**src/rtl/mem_port_arbiter_if.sv**
```systemverilog
// Bundle of the fetch, load/store and memory handshake signals shared by the
// arbiter (slave view) and whatever drives it (master view).
interface mem_port_arbiter_if;
    logic        flush_en_ip;

    logic        instr_req_ip;
    logic [31:0] instr_addr_ip;
    logic        instr_gnt_op;
    logic        instr_rvalid_op;
    logic [31:0] instr_rdata_op;

    logic        data_req_ip;
    logic        data_we_ip;
    logic [3:0]  data_be_ip;
    logic [31:0] data_addr_ip;
    logic [31:0] data_wdata_ip;
    logic        data_gnt_op;
    logic        data_rvalid_op;
    logic [31:0] data_rdata_op;

    logic        mem_req_op;
    logic        mem_we_op;
    logic [3:0]  mem_be_op;
    logic [31:0] mem_addr_op;
    logic [31:0] mem_wdata_op;
    logic        mem_gnt_ip;
    logic        mem_rvalid_ip;
    logic [31:0] mem_rdata_ip;

    modport slave (
        input  flush_en_ip,
        input  instr_req_ip, instr_addr_ip,
        output instr_gnt_op, instr_rvalid_op, instr_rdata_op,
        input  data_req_ip, data_we_ip, data_be_ip, data_addr_ip, data_wdata_ip,
        output data_gnt_op, data_rvalid_op, data_rdata_op,
        output mem_req_op, mem_we_op, mem_be_op, mem_addr_op, mem_wdata_op,
        input  mem_gnt_ip, mem_rvalid_ip, mem_rdata_ip
    );

    modport master (
        output flush_en_ip,
        output instr_req_ip, instr_addr_ip,
        input  instr_gnt_op, instr_rvalid_op, instr_rdata_op,
        output data_req_ip, data_we_ip, data_be_ip, data_addr_ip, data_wdata_ip,
        input  data_gnt_op, data_rvalid_op, data_rdata_op,
        input  mem_req_op, mem_we_op, mem_be_op, mem_addr_op, mem_wdata_op,
        output mem_gnt_ip, mem_rvalid_ip, mem_rdata_ip
    );
endinterface

```
**src/rtl/mem_port_arbiter.sv**
```systemverilog
// Single-outstanding arbiter sharing one memory port between instruction fetch
// and load/store, with data priority, fetch anti-starvation and flush discard.
module mem_port_arbiter #(
    parameter int unsigned STARVE_LIMIT = 4
) (
    input logic              clock,
    input logic              reset,
    mem_port_arbiter_if.slave bus
);
    typedef enum logic [1:0] {ST_IDLE, ST_REQ, ST_WAIT} state_t;
    typedef enum logic {OWN_INSTR, OWN_DATA} owner_t;

    localparam logic [3:0] LP_STARVE_LIMIT = 4'(STARVE_LIMIT);

    state_t      r_state;
    owner_t      r_owner;
    logic [31:0] r_addr;
    logic [31:0] r_wdata;
    logic        r_we;
    logic [3:0]  r_be;
    logic [3:0]  r_starve_cnt;
    logic        r_discard;
    logic        r_instr_rvalid;
    logic        r_data_rvalid;
    logic [31:0] r_instr_rdata;
    logic [31:0] r_data_rdata;

    logic w_both;
    logic w_instr_wins;
    logic w_data_wins;
    logic w_grant;
    logic w_flush_hit;

    assign w_both       = bus.instr_req_ip & bus.data_req_ip;
    assign w_instr_wins = bus.instr_req_ip & (~bus.data_req_ip | (r_starve_cnt == LP_STARVE_LIMIT));
    assign w_data_wins  = bus.data_req_ip & ~w_instr_wins;
    assign w_grant      = (r_state == ST_REQ) & bus.mem_gnt_ip;
    assign w_flush_hit  = bus.flush_en_ip & (r_owner == OWN_INSTR);

    always_ff @(posedge clock) begin
        if (reset) begin
            r_state        <= ST_IDLE;
            r_owner        <= OWN_INSTR;
            r_addr         <= '0;
            r_wdata        <= '0;
            r_we           <= 1'b0;
            r_be           <= '0;
            r_starve_cnt   <= '0;
            r_discard      <= 1'b0;
            r_instr_rvalid <= 1'b0;
            r_data_rvalid  <= 1'b0;
            r_instr_rdata  <= '0;
            r_data_rdata   <= '0;
        end else begin
            // NOTE: pulse outputs default low here; a later assignment in the same block overrides it.
            r_instr_rvalid <= 1'b0;
            r_data_rvalid  <= 1'b0;
            case (r_state)
                ST_IDLE: begin
                    if (w_instr_wins) begin
                        r_owner      <= OWN_INSTR;
                        r_addr       <= bus.instr_addr_ip;
                        r_we         <= 1'b0;
                        r_be         <= 4'hF;
                        r_wdata      <= '0;
                        r_starve_cnt <= '0;
                        r_state      <= ST_REQ;
                    end else if (w_data_wins) begin
                        r_owner <= OWN_DATA;
                        r_addr  <= bus.data_addr_ip;
                        r_we    <= bus.data_we_ip;
                        r_be    <= bus.data_be_ip;
                        r_wdata <= bus.data_wdata_ip;
                        if (w_both) begin
                            r_starve_cnt <= r_starve_cnt + 4'd1;
                        end
                        r_state <= ST_REQ;
                    end
                end
                ST_REQ: begin
                    if (w_flush_hit) begin
                        r_discard <= 1'b1;
                    end
                    if (bus.mem_gnt_ip) begin
                        r_state <= ST_WAIT;
                    end
                end
                ST_WAIT: begin
                    if (w_flush_hit) begin
                        r_discard <= 1'b1;
                    end
                    if (bus.mem_rvalid_ip) begin
                        // A flush arriving with the response still drops it.
                        if (r_owner == OWN_INSTR) begin
                            if (!(r_discard | bus.flush_en_ip)) begin
                                r_instr_rvalid <= 1'b1;
                                r_instr_rdata  <= bus.mem_rdata_ip;
                            end
                        end else begin
                            r_data_rvalid <= 1'b1;
                            r_data_rdata  <= r_we ? 32'd0 : bus.mem_rdata_ip;
                        end
                        r_discard <= 1'b0;
                        r_state   <= ST_IDLE;
                    end
                end
                default: r_state <= ST_IDLE;
            endcase
        end
    end

    // Grant pulses follow mem_gnt_ip in the same cycle so the requester can
    // move on as soon as memory accepts.
    assign bus.instr_gnt_op    = w_grant & (r_owner == OWN_INSTR);
    assign bus.data_gnt_op     = w_grant & (r_owner == OWN_DATA);
    assign bus.instr_rvalid_op = r_instr_rvalid;
    assign bus.instr_rdata_op  = r_instr_rdata;
    assign bus.data_rvalid_op  = r_data_rvalid;
    assign bus.data_rdata_op   = r_data_rdata;

    assign bus.mem_req_op   = (r_state == ST_REQ);
    assign bus.mem_we_op    = r_we;
    assign bus.mem_be_op    = r_be;
    assign bus.mem_addr_op  = r_addr;
    assign bus.mem_wdata_op = r_wdata;
endmodule

```
**src/flat_wrapper.sv**
```systemverilog
// flat-port wrapper written by rule: the top's interface ports become plain ports
module mem_port_arbiter_flat 
#(
    parameter int unsigned STARVE_LIMIT = 4
)
  (clock, reset, bus_flush_en_ip, bus_instr_req_ip, bus_instr_addr_ip, bus_instr_gnt_op, bus_instr_rvalid_op, bus_instr_rdata_op, bus_data_req_ip, bus_data_we_ip, bus_data_be_ip, bus_data_addr_ip, bus_data_wdata_ip, bus_data_gnt_op, bus_data_rvalid_op, bus_data_rdata_op, bus_mem_req_op, bus_mem_we_op, bus_mem_be_op, bus_mem_addr_op, bus_mem_wdata_op, bus_mem_gnt_ip, bus_mem_rvalid_ip, bus_mem_rdata_ip);
  mem_port_arbiter_if bus_i ();
  input logic clock;
  input logic reset;
  input wire logic [$bits(bus_i.flush_en_ip)-1:0] bus_flush_en_ip;
  input wire logic [$bits(bus_i.instr_req_ip)-1:0] bus_instr_req_ip;
  input wire logic [$bits(bus_i.instr_addr_ip)-1:0] bus_instr_addr_ip;
  output wire logic [$bits(bus_i.instr_gnt_op)-1:0] bus_instr_gnt_op;
  output wire logic [$bits(bus_i.instr_rvalid_op)-1:0] bus_instr_rvalid_op;
  output wire logic [$bits(bus_i.instr_rdata_op)-1:0] bus_instr_rdata_op;
  input wire logic [$bits(bus_i.data_req_ip)-1:0] bus_data_req_ip;
  input wire logic [$bits(bus_i.data_we_ip)-1:0] bus_data_we_ip;
  input wire logic [$bits(bus_i.data_be_ip)-1:0] bus_data_be_ip;
  input wire logic [$bits(bus_i.data_addr_ip)-1:0] bus_data_addr_ip;
  input wire logic [$bits(bus_i.data_wdata_ip)-1:0] bus_data_wdata_ip;
  output wire logic [$bits(bus_i.data_gnt_op)-1:0] bus_data_gnt_op;
  output wire logic [$bits(bus_i.data_rvalid_op)-1:0] bus_data_rvalid_op;
  output wire logic [$bits(bus_i.data_rdata_op)-1:0] bus_data_rdata_op;
  output wire logic [$bits(bus_i.mem_req_op)-1:0] bus_mem_req_op;
  output wire logic [$bits(bus_i.mem_we_op)-1:0] bus_mem_we_op;
  output wire logic [$bits(bus_i.mem_be_op)-1:0] bus_mem_be_op;
  output wire logic [$bits(bus_i.mem_addr_op)-1:0] bus_mem_addr_op;
  output wire logic [$bits(bus_i.mem_wdata_op)-1:0] bus_mem_wdata_op;
  input wire logic [$bits(bus_i.mem_gnt_ip)-1:0] bus_mem_gnt_ip;
  input wire logic [$bits(bus_i.mem_rvalid_ip)-1:0] bus_mem_rvalid_ip;
  input wire logic [$bits(bus_i.mem_rdata_ip)-1:0] bus_mem_rdata_ip;
  assign bus_i.flush_en_ip = bus_flush_en_ip;
  assign bus_i.instr_req_ip = bus_instr_req_ip;
  assign bus_i.instr_addr_ip = bus_instr_addr_ip;
  assign bus_instr_gnt_op = bus_i.instr_gnt_op;
  assign bus_instr_rvalid_op = bus_i.instr_rvalid_op;
  assign bus_instr_rdata_op = bus_i.instr_rdata_op;
  assign bus_i.data_req_ip = bus_data_req_ip;
  assign bus_i.data_we_ip = bus_data_we_ip;
  assign bus_i.data_be_ip = bus_data_be_ip;
  assign bus_i.data_addr_ip = bus_data_addr_ip;
  assign bus_i.data_wdata_ip = bus_data_wdata_ip;
  assign bus_data_gnt_op = bus_i.data_gnt_op;
  assign bus_data_rvalid_op = bus_i.data_rvalid_op;
  assign bus_data_rdata_op = bus_i.data_rdata_op;
  assign bus_mem_req_op = bus_i.mem_req_op;
  assign bus_mem_we_op = bus_i.mem_we_op;
  assign bus_mem_be_op = bus_i.mem_be_op;
  assign bus_mem_addr_op = bus_i.mem_addr_op;
  assign bus_mem_wdata_op = bus_i.mem_wdata_op;
  assign bus_i.mem_gnt_ip = bus_mem_gnt_ip;
  assign bus_i.mem_rvalid_ip = bus_mem_rvalid_ip;
  assign bus_i.mem_rdata_ip = bus_mem_rdata_ip;
  mem_port_arbiter #(.STARVE_LIMIT(STARVE_LIMIT)) u_core (.clock(clock), .reset(reset), .bus(bus_i));
endmodule
```
**config.mk**
```make
export PLATFORM = sky130hd
export DESIGN_NAME = mem_port_arbiter_flat
export DESIGN_NICKNAME = d
export VERILOG_FILES = /design/src/rtl/mem_port_arbiter_if.sv /design/src/rtl/mem_port_arbiter.sv /design/src/flat_wrapper.sv
export SDC_FILE = /design/constraint.sdc
export NUM_CORES = 1
export LEC_CHECK = 0
export ABC_AREA = 0
export ABC_CLOCK_PERIOD_IN_PS = 4400
export CORE_MARGIN = 10
export CORE_UTILIZATION = 44
export DETAILED_ROUTE_END_ITERATION = 16
export PLACE_DENSITY = 0.86
export SLEW_MARGIN = 0
export SYNTH_ARGS = -nofsm -noshare
export SYNTH_HDL_FRONTEND = slang
export SYNTH_SLANG_ARGS = --single-unit
```
**constraint.sdc**
```tcl
create_clock -name clock -period 4.4 [get_ports clock]
set_input_delay 0.88 -clock clock [delete_from_list [all_inputs] [get_ports clock]]
set_output_delay 0.88 -clock clock [all_outputs]
set_load 0.03 [all_outputs]
```
==> qor.txt <==
Worst slew margin: 13.22%
Startpoint Class: primary input
Top_reg_cell synth: dfxtp_1
Worst Skew: 0.005151 ns
Global route total overflow: 0
Worst r2r path cells: 5
First DRT Iteration DRCs: 515
Setup TNS: 0 ns
P_int: 2.631 mW
Area contributors post-synth: dfxtp_1 49%, a21oi_1 5.9%, and4b_1 5.7%
Routed WL: 22.04 mm
Hold Path Class: reg -> reg
Setup Fix Bufs, Post-CTS: 0
LEAKAGE: 3.266 nW
Max IR drop VDD: 263.4 uV
Synth area leader: dfxtp_1
Clk_lat worst skew: 0.42 ns
Share of layout cells above drive strength 1: 6.122%
First-pass GRT wire length: 33.88 mm
Final setup violation count: 0
Worst path arrival time: 2.32 ns
Die height: 134.8 um
Syn Std Cell Area: 5796 sq um
Tmin final: 3.197 ns
Die width: 134.8 um
Via Count: 6141
Flop2flop setup slack: 2.08 ns
Worst reg2reg path endpoint: u_core.bus.mem_be_op[0]
Gr usage total: 23.12%
Largest net degree at the start of global routing: 68
Clock Power Share: 37.2%
Initial antenna violation count: 1
Crit Path Max Fanout: 3
Post-cts sizing count: 0
DRC Markers: 0
Post-Synthesis Net Count: 779
Placer Congestion: 0.8033
Core Area: 12770 sq um
Syn_area_per_cell: 9.156 sq um
Final Max Tran Viols: 0
Cell mode on critical path: clkdlybuf4s50_1
Hold worst-path end: u_core.bus.mem_wdata_op[15]
Pre-antenna DRT Iters: 5
Row count: 41
Sequential share of the synthesized area: 49.40%
P per Cell Area: 415.7 nW/um^2
Synth cell types: 38
Crit path kind: in -> out
IO Count: 278
Vias in the first global route: 6197
Die Area: 18160 sq um
CTS Buf Count: 17
RSZ-0062 raised after global routing: false
Post-layout net count: 1015
Final Hold Viols: 0
Max frequency: 0.3128 GHz
Hold Path Depth: 2
Max cap viols: 0
Fin crit share: 72.65%
CTS tree: built
Buffers added on ports: 277
Seq cells post-synth: 143
Post-route ant nets: 0
CTS Sinks: 143
Most common cell in the synthesized netlist: dfxtp_1
Core Util, Final: 71.55%
CTS H-tree lvls: 4
CP required: 3.52 ns
CTS Hold Bufs: 0
Drt wl/cell: 20.89 um
Status: completed
Cells after Synth: 633
Initial core utilization: 45.37%
Crit-path max cell delay: 0.68 ns
Layout area overhead: 57.71%
Buf+Inv Stages, Crit Path: 2
CTS Buffer Depth: 2
Asr flop ratio synth: 0%
Worst slew pin tran: 1.302 ns
Via density: 5.821
Register share of total power: 38.3%
Switch Pwr: 1.169 mW
Warnings, synthesis: 0
Slowest stage cell, crit path: clkdlybuf4s50_1
Detail Placement HPWL: 15.79 mm
Comb power frac: 24.5%
Worst hold start: u_core.bus.mem_wdata_op[15]
Critical path, cell by cell: clkdlybuf4s50_1 -> nand2_1 -> nor2_1 -> clkdlybuf4s50_1
Root cell of the clock tree: clkbuf_16
Reg clk slew, reported paths: 0.06 ns
Reg-to-reg critical path startpoint: u_core.r_state[1]
Cell family with most CP delay: buffers and inverters
Top post-synthesis cells by count: 143 x dfxtp_1, 68 x a21oi_1, 56 x o21ai_0
Synth top area share: 49.40%
Final hold slack: 0.4489 ns
Type of destination of the critical path: primary output
Sw Share: 30.77%
EDFF count, synth: 0
-- routing by layer --
layer  vias to the layer above  share of wire [%]  GRT usage, %
li1                       2854                  -             -
met1                      2898                 39         25.67
met2                       321                 48         38.41
met3                        68                8.4         7.196
met4                         0                4.8         13.06
met5                         -                  0             0
-- cell type report --
class / count / area (sq um)
Multi-Input combinational cell: 412 / 2609
Clock buffer: 19 / 442.9
Antenna cell: 1 / 2.502
Tap cell: 172 / 215.2
Fill cell: 914 / 3633
Clock inverter: 13 / 140.1
Sequential cell: 143 / 2863
Inverter: 8 / 30.03
Timing Repair Buffer: 287 / 2838
-- worst max path at each step --
stage | from | end | slack (ns) | cells after the start
CTS | bus_mem_gnt_ip | bus_data_gnt_op | 1.19 | 4
global route | bus_mem_gnt_ip | bus_data_gnt_op | 1.15 | 4
detailed placement | bus_instr_req_ip | u_core.bus.mem_wdata_op[5] | 1.19 | 5
floorplan | bus_mem_gnt_ip | bus_data_gnt_op | 2.16 | 2
finish | bus_mem_gnt_ip | bus_data_gnt_op | 1.20 | 4
global placement | bus_mem_gnt_ip | bus_data_gnt_op | 1.24 | 4
-- cells by family after synthesis --
kind of cell / share of synthesized area, %
fa+ha+maj: 1.295
compound gates: 22.65
buf+inv: 6.088
simple gates: 20.57
flops: 49.40
-- state kept, by name (all words and copies together) (netlist names), 2 cells and up --
register,flops
u_core.bus.instr_rdata_op,32
u_core.r_state,2
u_core.bus.data_rdata_op,32
u_core.bus.mem_addr_op,32
u_core.bus.mem_be_op,4
u_core.r_starve_cnt,4
u_core.bus.mem_wdata_op,32
-- worst reg2reg max path: stages, from the launching register on --
cell	delay [ns]
dfxtp_1	0.32
inv_1	0.13
ha_2	0.69
buf_4	0.48
nand3_1	0.28
o221a_2	0.33
-- per-stage QoR --
step | area, sq um | power (mW) | setup WS (ns) | std cells
2_1_floorplan | 5796 | 1.984 | 2.164 | 633
3_3_place_gp | 8554 | 2.381 | 1.238 | 1022
3_5_place_dp | 8554 | 2.407 | 1.188 | 1022
4_1_cts | 9138 | 3.819 | 1.190 | 1054
5_1_grt | 9140 | 3.955 | 1.148 | 1055
6_report | 9140 | 3.800 | 1.203 | 1055
-- power groups by stage --
stage	clock, mW	sequential [mW]	combinational, mW
after CTS	1.43	1.45	0.936
after global routing	1.50	1.46	0.992
final	1.41	1.45	0.933
after detailed placement	0	1.48	0.929
after global placement	0	1.47	0.908
after floorplan	0	1.66	0.326
-- placed cells by master (no fill, tap or decap), types with 3 or more instances in the layout --
master,synthesis,layout
clkinv_4,0,3
a21oi_1,68,68
ha_1,6,5
a22o_1,32,32
nand4_1,35,35
nand2_1,40,40
o21ai_0,56,56
inv_1,8,8
o21ai_1,9,8
nor3_1,34,34
clkinvlp_4,0,4
a31oi_1,5,4
o221a_2,4,4
dfxtp_1,143,143
clkinv_2,0,3
buf_4,7,10
clkdlybuf4s50_1,0,275
and4b_1,33,33
nor2_1,3,3
a211oi_1,32,32
clkbuf_16,0,17
nand3_1,35,35
(Power assumes the default switching activity.)
